--- src/rtl/lcd_cmd_sequencer.sv ---
// lcd_cmd_sequencer: HD44780 write sequencer with power-up init and a single-request client port
module lcd_cmd_sequencer #(
  parameter int PWR_WAIT     = 40000,
  parameter int SETUP_CYCLES = 2,
  parameter int EN_CYCLES    = 12,
  parameter int CMD_WAIT     = 2000,
  parameter int CLR_WAIT     = 80000
) (
  input  logic       clk,
  input  logic       rst,
  input  logic       req,
  input  logic       rs_in,
  input  logic [7:0] data_in,
  output logic       ready,
  output logic       init_done,
  output logic [7:0] lcd_data,
  output logic       lcd_en,
  output logic       lcd_rw,
  output logic       lcd_rs,
  output logic       lcd_blon
);
  localparam int M1 = PWR_WAIT > CLR_WAIT ? PWR_WAIT : CLR_WAIT;
  localparam int M2 = CMD_WAIT > SETUP_CYCLES ? CMD_WAIT : SETUP_CYCLES;
  localparam int M3 = M2 > EN_CYCLES ? M2 : EN_CYCLES;
  localparam int CW = $clog2((M1 > M3 ? M1 : M3) + 1);
  typedef enum logic [2:0] {PWRUP, LOAD, SETUP, PULSE, HOLD, WAIT, IDLE} state_t;
  state_t        state_q, state_d;
  logic [CW-1:0] cnt_q, cnt_d, wait_last;
  logic [1:0]    idx_q, idx_d;
  logic [7:0]    data_q, data_d, rom;
  logic          en_q, en_d, rs_q, rs_d, ready_q, ready_d, done_q, done_d, clr;
  always_comb begin
    rom = idx_q == 2'd0 ? 8'h38 : idx_q == 2'd1 ? 8'h0C : idx_q == 2'd2 ? 8'h01 : 8'h06;
    clr = !rs_q && (data_q == 8'h01 || data_q == 8'h02 || data_q == 8'h03);
    wait_last = clr ? CW'(CLR_WAIT - 1) : CW'(CMD_WAIT - 1);
  end
  always_comb begin
    state_d = state_q;
    cnt_d   = cnt_q + 1'b1;
    idx_d   = idx_q;
    data_d  = data_q;
    rs_d    = rs_q;
    en_d    = en_q;
    ready_d = ready_q;
    done_d  = done_q;
    case (state_q)
      PWRUP: if (cnt_q == CW'(PWR_WAIT - 1)) begin
        state_d = LOAD;
        cnt_d   = '0;
        idx_d   = 2'd0;
      end
      LOAD: begin
        state_d = SETUP;
        cnt_d   = '0;
        data_d  = rom;
        rs_d    = 1'b0;
      end
      SETUP: if (cnt_q == CW'(SETUP_CYCLES)) begin
        state_d = PULSE;
        cnt_d   = '0;
        en_d    = 1'b1;
      end
      PULSE: if (cnt_q == CW'(EN_CYCLES - 1)) begin
        state_d = HOLD;
        cnt_d   = '0;
        en_d    = 1'b0;
      end
      HOLD: begin
        state_d = WAIT;
        cnt_d   = '0;
      end
      WAIT: if (cnt_q == wait_last) begin
        cnt_d = '0;
        if (!done_q && idx_q != 2'd3) begin
          state_d = LOAD;
          idx_d   = idx_q + 2'd1;
        end else begin
          state_d = IDLE;
          done_d  = 1'b1;
          ready_d = 1'b1;
        end
      end
      IDLE: begin
        cnt_d = cnt_q;
        if (req && ready_q) begin
          state_d = SETUP;
          cnt_d   = '0;
          rs_d    = rs_in;
          data_d  = data_in;
          ready_d = 1'b0;
        end
      end
      default: state_d = PWRUP;
    endcase
  end
  always_ff @(posedge clk) begin
    if (!rst) begin
      state_q <= PWRUP;
      cnt_q   <= '0;
      idx_q   <= 2'd0;
      data_q  <= 8'h00;
      rs_q    <= 1'b0;
      en_q    <= 1'b0;
      ready_q <= 1'b0;
      done_q  <= 1'b0;
    end else begin
      state_q <= state_d;
      cnt_q   <= cnt_d;
      idx_q   <= idx_d;
      data_q  <= data_d;
      rs_q    <= rs_d;
      en_q    <= en_d;
      ready_q <= ready_d;
      done_q  <= done_d;
    end
  end
  assign ready     = ready_q;
  assign init_done = done_q;
  assign lcd_data  = data_q;
  assign lcd_en    = en_q;
  assign lcd_rs    = rs_q;
  assign lcd_rw    = 1'b0;
  assign lcd_blon  = 1'b1;
endmodule

--- config.mk ---
export PLATFORM = sky130hd
export DESIGN_NAME = lcd_cmd_sequencer
export DESIGN_NICKNAME = d
export VERILOG_FILES = /design/src/rtl/lcd_cmd_sequencer.sv
export SDC_FILE = /design/constraint.sdc
export NUM_CORES = 1
export LEC_CHECK = 0
export CORE_UTILIZATION = 42
export CTS_CLUSTER_DIAMETER = 80
export CTS_CLUSTER_SIZE = 10
export DETAILED_ROUTE_END_ITERATION = 8
export HOLD_SLACK_MARGIN = 0.08
export PLACE_DENSITY = 0.71
export SYNTH_ARGS = -nofsm -noshare
export SYNTH_HDL_FRONTEND = slang
export SYNTH_SLANG_ARGS = --single-unit
--- constraint.sdc ---
create_clock -name clk -period 4.3 [get_ports clk]
set_clock_uncertainty 0.05 [all_clocks]
set_input_delay 0.43 -clock clk [delete_from_list [all_inputs] [get_ports clk]]
set_output_delay 0.43 -clock clk [all_outputs]
set_load 0.02 [all_outputs]
==> results.md <==
- Fraction of layout cells with a size suffix above 1: 0.0684
- MaxCap Viol Count: 0
- Post_cts resized: 0
- Final worst path period share: 0.540
- Initial antenna violation count: 0
- Layout Utilization: 0.530
- Final TNS setup: 0 ps
- CTS sink count: 34
- Worst hold path type: reg -> reg
- Vias in the first global route: 1669
- YS warnings: 0
- Synth async-reset ratio: 0
- Ant diodes: 0
- Critical path's largest stage delay: 410 ps
- Synth area leaders: dfxtp_1, nand2_1, ha_1
- Pin count of the biggest net entering global routing: 30
- IO Count: 26
- Clk pin slew, worst setup/hold paths: 70 ps
- CTS tree: yes
- Number of synthesized flops with an enable pin: 0
- Cells after synthesis: 244
- I/O Buffers: 23
- Overflow after GRT: 0
- Vias per cell: 5.84
- Hold path start: init_done
- Critical path type: reg -> reg
- Global Route met3 Usage: 0.0548
- RSZ-0062 raised after global routing: false
- HPWL Detailed: 3.23 mm
- Routed vias: 1839
- Syn avg cell area: 8.04 sq um
- Die ar.: 4950 sq um
- Crit end category: register
- Core area: 4410 sq um
- Sequential area share after synthesis: 0.347
- Die height: 70.3 um
- Clk_lat worst skew: 290 ps
- Met1 Use GR: 0.241
- IR Drop Worst-Case VDD: 0.137 mV
- Crit path time final: 2320 ps
- Post-synthesis instance area: 1960 sq um
- Worst slew pin tran: 1060 ps
- Clock buffer depth: 2
- Fin. max-slew vios: 0
- Pwr/cell area: 302 nW/um^2
- Critical Path Start: cnt_q[11]
- Final setup fails: 0
- Sequential share of power: 0.453
- Setup ws final: 1980 ps
- Global-route wire length before repair: 7.65 mm
- Clock Power Share: 0.507
- Worst-path cell chain: nor4_1 > nand4_1 > o311ai_1 > nand3_1 > o21ai_2 > nor2_1
- Seq cells post-synth: 34
- Synth top area share: 0.347
- Final Hold Fails: 0
- Status: finished clean
- Area growth, synth to finish: 19.2%
- Max Freq: 0.431 GHz
- RR Startpoint: cnt_q[11]
- Element type at the critical path start: register
- Dominant synthesized flop cell: dfxtp_1
- GRT Total Usage: 0.195
- Met2 Usage GRT: 0.313
- Post CTS Setup Buffer Count: 0
- Most frequent cells after synthesis: dfxtp_1, nand2_1, nor2_1
- H-tree depth: 2
- Leakage: 0.000911 uW
- Layout Nets: 282
- TritonRoute pass-1 iters: 5
- Worst-path fanout max: 8
- Total power: 706 uW
- Routed WL per cell: 14.5 um
- Routed Antenna Nets: 0
- Routability congestion estimate: 0.891
- Yosys top cell by area: dfxtp_1
- Residual DRC: 0
- Post-Synthesis Net Count: 264
- Slew HR: 0.286
- Crit-path slowest cell: nor4_1
- Most crowded layer after global routing: met2
- Clk root buf: clkbuf_8
- WP data arrival: 2440 ps
- Switching Power: 143 uW
- Switching share of power: 0.202
- Die width: 70.3 um
- Cts hold-fix bufs: 0
- Wirelength, routed: 4.57 mm
- Row cnt: 24
- Count of cell types in the netlist: 47
- P_int: 563 uW
- Combinational power share: 0.040
- CTS Buf Count: 5
- Worst slack, placed: 1980 ps
- Initial DRC Count: 102
- Starting Density: 0.444
- Most common cell in the netlist: dfxtp_1
- CP Data Required Time: 4420 ps
-- metal layers --
metal | part of all wire | vias up
li1 | - | 917
met1 | 0.46 | 844
met2 | 0.45 | 65
met3 | 0.061 | 13
met4 | 0.024 | 0
met5 | 0 | -
-- registers in the layout, summed over array words and instances, names as in the netlist --
register and count:
init_done 1, lcd_en 1, lcd_data 8, state_q 3, idx_q 2, cnt_q 17, ready 1, lcd_rs 1
-- through the flow --
step	instance area [sq um]	hold WS, ps	std cells
after floorplan	1960	438	244
after global placement	2200	428	307
after detailed placement	2200	431	307
after CTS	2340	450	315
after global routing	2340	481	315
final	2340	445	315
-- power groups by stage --
stage / registers, uW / clock network [uW] / logic, uW
finish: 320 / 358 / 28.3
global route: 320 / 377 / 30.8
CTS: 320 / 365 / 28.5
detailed placement: 327 / 0 / 28.2
global placement: 327 / 0 / 28.0
floorplan: 327 / 0 / 16.0
-- worst paths after layout --
check / slack [ps] / depth (start not counted) / to
min reg2reg: 440 / 1 / init_done
min: 440 / 1 / init_done
max: 1980 / 6 / cnt_q[12]
max reg2reg: 1980 / 6 / cnt_q[12]
-- kinds of logic (layout without fill, tap and decap cells) --
family                     Yosys count  count (layout)  share of synthesized area
AOI/OAI and AO/OA                   52              52                      0.202
xor gates and xnor gates             8               8                     0.0357
adders and majority gates            8               8                     0.0510
buffers and inverters               18              37                     0.0402
DFF                                 34              34                      0.347
muxes                                3               3                     0.0153
other                                2               2                    0.00383
and+or+nand+nor                    119             119                      0.305
-- layout make-up --
cell class	count	area [sq um]
Fill cell	423	2080
Clock buffer	5	68.8
Multi-Input combinational cell	192	1200
Timing Repair Buffer	23	230
Sequential cell	34	681
Clock inverter	3	68.8
Tap cell	52	65.1
Inverter	6	22.5
-- worst max-delay path, delay by kind of cell, from the launching register on --
kind,cells,cell delay [ps]
compound gates,2,790
flops,1,370
simple gates,4,990
-- cell usage in the layout, fill, tap and decap left out, types with 2 or more instances in the layout --
cell and count:
a21oi_1 7, a22oi_1 3, a31oi_1 2, a41oi_1 2
and2_1 3, and3_1 7, bufinv_16 2, clkbuf_8 5
clkdlybuf4s50_1 23, conb_1 2, dfxtp_1 34, ha_1 8
inv_1 6, mux2i_1 3, nand2_1 31, nand2b_1 3
nand3_1 16, nand4_1 9, nor2_1 22, nor2b_1 4
nor3_1 11, nor4_1 4, o211a_1 6, o211ai_1 3
o211ai_4 2, o21ai_0 16, or3_1 2, xor2_1 7
No activity file was read; power rests on OpenSTA's default activity.
